<file path="src/rtl/run_result_reader_if.sv">
// Accelerator memory-mapped read port plus result output stream for run_result_reader.
// master: the reader side; slave: the accelerator / stream-consumer side.
interface run_result_reader_if #(
  parameter int unsigned DATA_W = 32,
  parameter int unsigned ADDR_W = 2
);
  logic                  acc_run;
  logic                  acc_done;
  logic                  acc_valid;
  logic [ADDR_W-1:0]     acc_addr;
  logic [DATA_W/8-1:0]   acc_wstrb;
  logic [DATA_W-1:0]     acc_wdata;
  logic                  acc_ready;
  logic [DATA_W-1:0]     acc_rdata;
  logic                  m_valid;
  logic                  m_ready;
  logic [DATA_W-1:0]     m_data;
  logic                  m_last;

  modport master (
    output acc_run, acc_valid, acc_addr, acc_wstrb, acc_wdata, m_valid, m_data, m_last,
    input  acc_done, acc_ready, acc_rdata, m_ready
  );

  modport slave (
    input  acc_run, acc_valid, acc_addr, acc_wstrb, acc_wdata, m_valid, m_data, m_last,
    output acc_done, acc_ready, acc_rdata, m_ready
  );
endinterface

</file>
<file path="src/rtl/run_result_reader.sv">
// Launches one accelerator run, reads NUM_UNITS result words into an output FIFO.
// Optional RUN_RESULT_READER_CNT_EN appends a WAIT-cycle count word to each run.
module run_result_reader #(
  parameter int unsigned DATA_W     = 32,
  parameter int unsigned NUM_UNITS  = 4,
  parameter int unsigned ADDR_W     = 2,
  parameter int unsigned FIFO_DEPTH = 8
) (
  input  logic                clk,
  input  logic                rst,
  input  logic                start,
  output logic                busy,
  run_result_reader_if.master bus
);

  localparam int unsigned PtrW = $clog2(FIFO_DEPTH);
  localparam int unsigned CntW = PtrW + 1;

  typedef enum logic [1:0] {StIdle, StRun, StWait, StRead} state_e;

  state_e            state_q;
  logic [ADDR_W-1:0] addr_q;
  logic [DATA_W:0]   mem_q [FIFO_DEPTH];
  logic [PtrW-1:0]   wr_ptr_q, rd_ptr_q;
  logic [CntW-1:0]   count_q;

  logic              full, acc_fire, unit_last, push, pop, push_last;
  logic [DATA_W-1:0] push_data;
  logic [DATA_W:0]   head;

`ifdef RUN_RESULT_READER_CNT_EN
  logic [DATA_W-1:0] cnt_q;
  logic              cnt_phase_q;
  logic              cnt_push;
`endif

  always_comb begin
    full          = (count_q == CntW'(FIFO_DEPTH));
    unit_last     = (addr_q == ADDR_W'(NUM_UNITS - 1));
    bus.acc_valid = (state_q == StRead) && !full;
`ifdef RUN_RESULT_READER_CNT_EN
    bus.acc_valid = bus.acc_valid && !cnt_phase_q;
    acc_fire      = bus.acc_valid && bus.acc_ready;
    cnt_push      = (state_q == StRead) && cnt_phase_q && !full;
    push          = acc_fire || cnt_push;
    push_data     = cnt_push ? cnt_q : bus.acc_rdata;
    push_last     = cnt_push;
`else
    acc_fire      = bus.acc_valid && bus.acc_ready;
    push          = acc_fire;
    push_data     = bus.acc_rdata;
    push_last     = unit_last;
`endif
    pop           = bus.m_valid && bus.m_ready;
  end

  assign head          = mem_q[rd_ptr_q];
  assign bus.m_valid   = (count_q != '0);
  // Gate the head so the stream reads as zero whenever the FIFO is empty.
  assign bus.m_data    = bus.m_valid ? head[DATA_W-1:0] : '0;
  assign bus.m_last    = bus.m_valid & head[DATA_W];
  assign bus.acc_run   = (state_q == StRun);
  assign bus.acc_addr  = addr_q;
  assign bus.acc_wstrb = '0;
  assign bus.acc_wdata = '0;
  assign busy          = (state_q != StIdle);

  always_ff @(posedge clk) begin
    if (!rst) begin
      state_q     <= StIdle;
      addr_q      <= '0;
`ifdef RUN_RESULT_READER_CNT_EN
      cnt_q       <= '0;
      cnt_phase_q <= 1'b0;
`endif
    end else begin
      unique case (state_q)
        StIdle: if (start) state_q <= StRun;
        StRun: begin
          state_q <= StWait;
          addr_q  <= '0;
`ifdef RUN_RESULT_READER_CNT_EN
          cnt_q   <= '0;
`endif
        end
        StWait: begin
          if (bus.acc_done) state_q <= StRead;
`ifdef RUN_RESULT_READER_CNT_EN
          // Counts the WAIT cycles spent before done is seen.
          else cnt_q <= cnt_q + DATA_W'(1);
`endif
        end
        StRead: begin
          if (acc_fire) begin
            if (unit_last) begin
              addr_q <= '0;
`ifdef RUN_RESULT_READER_CNT_EN
              cnt_phase_q <= 1'b1;
`else
              state_q <= StIdle;
`endif
            end else begin
              addr_q <= addr_q + ADDR_W'(1);
            end
          end
`ifdef RUN_RESULT_READER_CNT_EN
          if (cnt_push) begin
            cnt_phase_q <= 1'b0;
            state_q     <= StIdle;
          end
`endif
        end
        default: state_q <= StIdle;
      endcase
    end
  end

  always_ff @(posedge clk) begin
    if (!rst) begin
      wr_ptr_q <= '0;
      rd_ptr_q <= '0;
      count_q  <= '0;
    end else begin
      if (push) wr_ptr_q <= wr_ptr_q + PtrW'(1);
      if (pop)  rd_ptr_q <= rd_ptr_q + PtrW'(1);
      if (push && !pop)      count_q <= count_q + CntW'(1);
      else if (pop && !push) count_q <= count_q - CntW'(1);
    end
  end

  always_ff @(posedge clk) begin
    if (push) mem_q[wr_ptr_q] <= {push_last, push_data};
  end

endmodule

</file>
<file path="src/flat_wrapper.sv">
// flat-port wrapper written by rule: the top's interface ports become plain ports
module run_result_reader_flat 
#(
  parameter int unsigned DATA_W     = 32,
  parameter int unsigned NUM_UNITS  = 4,
  parameter int unsigned ADDR_W     = 2,
  parameter int unsigned FIFO_DEPTH = 8
)
  (clk, rst, start, busy, bus_acc_run, bus_acc_valid, bus_acc_addr, bus_acc_wstrb, bus_acc_wdata, bus_m_valid, bus_m_data, bus_m_last, bus_acc_done, bus_acc_ready, bus_acc_rdata, bus_m_ready);
  run_result_reader_if #(.DATA_W(DATA_W), .ADDR_W(ADDR_W)) bus_i ();
  input  logic clk;
  input  logic rst;
  input  logic start;
  output logic busy;
  output wire logic [$bits(bus_i.acc_run)-1:0] bus_acc_run;
  output wire logic [$bits(bus_i.acc_valid)-1:0] bus_acc_valid;
  output wire logic [$bits(bus_i.acc_addr)-1:0] bus_acc_addr;
  output wire logic [$bits(bus_i.acc_wstrb)-1:0] bus_acc_wstrb;
  output wire logic [$bits(bus_i.acc_wdata)-1:0] bus_acc_wdata;
  output wire logic [$bits(bus_i.m_valid)-1:0] bus_m_valid;
  output wire logic [$bits(bus_i.m_data)-1:0] bus_m_data;
  output wire logic [$bits(bus_i.m_last)-1:0] bus_m_last;
  input wire logic [$bits(bus_i.acc_done)-1:0] bus_acc_done;
  input wire logic [$bits(bus_i.acc_ready)-1:0] bus_acc_ready;
  input wire logic [$bits(bus_i.acc_rdata)-1:0] bus_acc_rdata;
  input wire logic [$bits(bus_i.m_ready)-1:0] bus_m_ready;
  assign bus_acc_run = bus_i.acc_run;
  assign bus_acc_valid = bus_i.acc_valid;
  assign bus_acc_addr = bus_i.acc_addr;
  assign bus_acc_wstrb = bus_i.acc_wstrb;
  assign bus_acc_wdata = bus_i.acc_wdata;
  assign bus_m_valid = bus_i.m_valid;
  assign bus_m_data = bus_i.m_data;
  assign bus_m_last = bus_i.m_last;
  assign bus_i.acc_done = bus_acc_done;
  assign bus_i.acc_ready = bus_acc_ready;
  assign bus_i.acc_rdata = bus_acc_rdata;
  assign bus_i.m_ready = bus_m_ready;
  run_result_reader #(.DATA_W(DATA_W), .NUM_UNITS(NUM_UNITS), .ADDR_W(ADDR_W), .FIFO_DEPTH(FIFO_DEPTH)) u_core (.clk(clk), .rst(rst), .start(start), .busy(busy), .bus(bus_i));
endmodule
</file>
<file path="config.mk">
export PLATFORM = sky130hd
export DESIGN_NAME = run_result_reader_flat
export DESIGN_NICKNAME = d
export VERILOG_FILES = /design/src/rtl/run_result_reader_if.sv /design/src/rtl/run_result_reader.sv /design/src/flat_wrapper.sv
export SDC_FILE = /design/constraint.sdc
export NUM_CORES = 1
export LEC_CHECK = 0
export ABC_AREA = 1
export BUFFER_PORTS_ARGS = -buffer_cell sky130_fd_sc_hd__clkbuf_2
export CAP_MARGIN = 10
export CORE_ASPECT_RATIO = 2
export CORE_MARGIN = 10
export CORE_UTILIZATION = 60
export CTS_CLUSTER_DIAMETER = 100
export DETAILED_ROUTE_END_ITERATION = 12
export PLACE_DENSITY_LB_ADDON = 0.1
export SYNTH_ARGS = -nofsm -noshare
export SYNTH_HDL_FRONTEND = slang
export SYNTH_SLANG_ARGS = --single-unit
</file>
<file path="constraint.sdc">
create_clock -name clk -period 7.6 [get_ports clk]
set_input_delay 0 -clock clk [delete_from_list [all_inputs] [get_ports clk]]
set_output_delay 0 -clock clk [all_outputs]
set_load 0.01 [all_outputs]
</file>
==> results.sh <==
export IMPL_run_status="complete, no violations"
export IMPL_worst_r2r_path_depth=13
export IMPL_whs_path_depth=6
export IMPL_drtIter0Drc=597
export IMPL_gpl_final_weighted_congestion=0.725
export IMPL_synth_top_cells_by_area="edfxtp_1 68%, nor2_1 8.0%, o21ai_0 4.4%"
export IMPL_final_hold_viol_count=0
export IMPL_horiz_die_dim_um=118
export IMPL_syn2layout_area_growth_pct=13.3
export IMPL_drt_pre_antenna_iters=5
export IMPL_crit_required_ps=8050
export IMPL_number_of_diodes=0
export IMPL_power_per_cell_area_nw_per_um2=315
export IMPL_critical_path_max_stage_delay_ps=820
export IMPL_drt_wirelength_per_cell_um=18.6
export IMPL_timing_clock_skew_ps=20.6
export IMPL_nNetsFinal=1109
export IMPL_floorplan_rows=71
export IMPL_routed_wl_mm=24.7
export IMPL_syn_inst=960
export IMPL_final_common_cell="edfxtp_1"
export IMPL_post_synth_top_area_cell="edfxtp_1"
export IMPL_yosys_warnings=0
export IMPL_crit_path_start_kind="flop"
export IMPL_clock_tree_root_cell="clkbuf_16"
export IMPL_route_detailed_drc=0
export IMPL_layout_drive_gt1_share_pct=13.0
export IMPL_dieArea_um2=25600
export IMPL_static_leakage_power_nw=4.75
export IMPL_synthesis_area_per_instance_um2=12.1
export IMPL_crit_fanout=37
export IMPL_cts_buf_count=24
export IMPL_synth_yosys_seq_area_share_pct=71.3
export IMPL_post_drt_via_cell_ratio=5.57
export IMPL_rsz0062_at_grt="no"
export IMPL_arrival_ps=3620
export IMPL_cap_viol_max_count=0
export IMPL_grt_pass1_wl_mm=39.0
export IMPL_grt_usage_pct=18.7
export IMPL_hpwlAfterDp_mm=13.0
export IMPL_clk_insertion_delay_late_ps=530
export IMPL_postCtsResizedCells=0
export IMPL_synth_top_cell_area_share_pct=68.4
export IMPL_timing_final_setup_violations=0
export IMPL_yosys_register_bits=281
export IMPL_final_cell_mix="264 x edfxtp_1, 246 x nor2_1, 103 x o21ai_0"
export IMPL_maximum_count_of_clock_buffers_along_a_single_path=3
export IMPL_grt_overflow_total=0
export IMPL_layout_min_cycle_time_ps=3170
export IMPL_cts_htree_levels=1
export IMPL_period_share_pct=41.8
export IMPL_critical_path_slowest_cell="nand3_2"
export IMPL_cts_tree="yes"
export IMPL_numClockSinks=281
export IMPL_endpoint_class_of_the_critical_path="flop"
export IMPL_slew_limit_headroom_pct=29.5
export IMPL_post_dp_cell_area_um2=12000
export IMPL_dr_total_vias=7413
export IMPL_post_synth_instance_area_um2=11600
export IMPL_die_y_um=217
export IMPL_fmax_mhz=315
export IMPL_critical_path_class="reg2reg"
export IMPL_ys_types=26
export IMPL_core_region_area_um2=18900
export IMPL_floorplan_initialDensity_pct=61.3
export IMPL_hold_crit_path_type="in2reg"
export IMPL_grt_max_degree=97
export IMPL_fin_tns_setup_ps=0
export IMPL_max_vdd_ir_drop_uv=238
export IMPL_stdcell_area_um2=13100
export IMPL_detail_route_antenna_nets=0
export IMPL_worst_margin_pin_slew_ps=1060
export IMPL_critPathMostFrequentCell="nand2_1"
export IMPL_antenna_found_initial=0
export IMPL_post_cts_buffers=0
export IMPL_cp_cell_sequence="nor2_1, nand3_2, nand2_1, ha_1, inv_1, ha_1, nand3_1, inv_1, nor2_1, nand2_1, nand2_1, nand2_1, a21oi_1"
export IMPL_cts_clk_slew_worst_paths_ps=60
export IMPL_grt_pass1_vias=7679
export IMPL_ios=113
export IMPL_place_port_buffers=76
export IMPL_slew_viol_final=0
[synth_stat cells]
library cell and instances:
a21oi_1 13, buf_1 5, buf_2 13, buf_4 40
buf_6 6, clkbuf_1 26, conb_1 1, dfxtp_1 17
edfxtp_1 264, fa_1 1, ha_1 11, inv_1 27
inv_2 1, nand2_1 58, nand3_1 9, nand3_2 1
nand3b_1 1, nor2_1 246, nor3_1 10, o211ai_1 33
o21ai_0 103, o21ai_1 36, o21bai_1 1, o22ai_1 33
xnor2_1 1, xor2_1 3
[state kept, by name, indices dropped and copies added (netlist names), named ones only]
register / count
u_core.bus.acc_addr: 2
u_core.count_q: 4
u_core.wr_ptr_q: 3
u_core.mem_q: 264
u_core.rd_ptr_q: 3
u_core.state_q: 2
[critical path, delay by kind of cell (launching register included)]
kind	cells	cell delay, ps
adder cells (fa/ha/maj)	2	620
AO/OA/AOI/OAI	1	100
AND/OR/NAND/NOR	8	1860
buffers and inverters	2	150
flip-flops	1	370
[metrics by stage]
| step | hold WS, ps | std cells | total power [W] | util (%) | setup slack [ps] |
|---|---|---|---|---|---|
| global route | 113 | 1330 | 0.00439 | 69.4 | 4020 |
| floorplan | 98.9 | 995 | 0.00265 | - | 3900 |
| finish | 8.62 | 1330 | 0.00414 | 69.4 | 4430 |
| global placement | 275 | 1252 | 0.00302 | 63.7 | 4460 |
| detailed placement | 278 | 1252 | 0.00304 | 63.7 | 4370 |
| CTS | 0.328 | 1330 | 0.00418 | 69.4 | 4320 |
[logic make-up (layout without fill, tap and decap cells)]
kind of cell,count (synthesis),after routing,synth area share [%]
buffers and inverters,118,198,5.64
and+or+nand+nor,325,325,10.8
AOI/OAI and AO/OA,219,219,10.5
adders and majority gates,12,12,1.36
other,1,36,0.0323
xor gates and xnor gates,4,4,0.302
DFF,281,281,71.3
[power breakdown]
part	internal, W	switching (W)
combinational	0.000402	0.000804
sequential	0.00173	0.0000646
clock	0.000614	0.000523
[path summary, 6_finish.rpt]
kind                                   startpoint                        endpoint  slack [ps]
hold / removal                       bus_acc_done  u_core.state_q[0]$_SDFFE_PN0P_           9
setup reg to reg   u_core.count_q[0]$_SDFFE_PN0P_  u_core.count_q[3]$_SDFFE_PN0P_        4430
hold reg to reg   u_core.rd_ptr_q[1]$_SDFFE_PN0P_                            flop         510
setup / recovery   u_core.count_q[0]$_SDFFE_PN0P_  u_core.count_q[3]$_SDFFE_PN0P_        4430
[final cells by class]
cell class	count	area, um2
Fill cell	1400	5790
Tap cell	255	319
Clock buffer	25	604
Sequential cell	281	8270
Timing Repair Buffer	128	861
Inverter	28	106
Clock inverter	17	128
Multi-Input combinational cell	596	2840
[routing by layer]
| metal | track usage (%) | wire length (um) | share of wire [%] | vias to the layer above |
|---|---|---|---|---|
| li1 | - | - | - | 3533 |
| met1 | 20.8 | 9310 | 38 | 3600 |
| met2 | 34.6 | 13200 | 53 | 237 |
| met3 | 3.23 | 1600 | 6.5 | 43 |
| met4 | 7.25 | 616 | 2.5 | 0 |
| met5 | 0 | 0 | 0 | - |
[timing repair]
action                                  in CTS  in global routing
endpoints found under the hold margin      272                  0
endpoints found under the setup margin       0                  0
hold buffers                                36                  0
No activity file was read; power rests on OpenSTA's default activity.
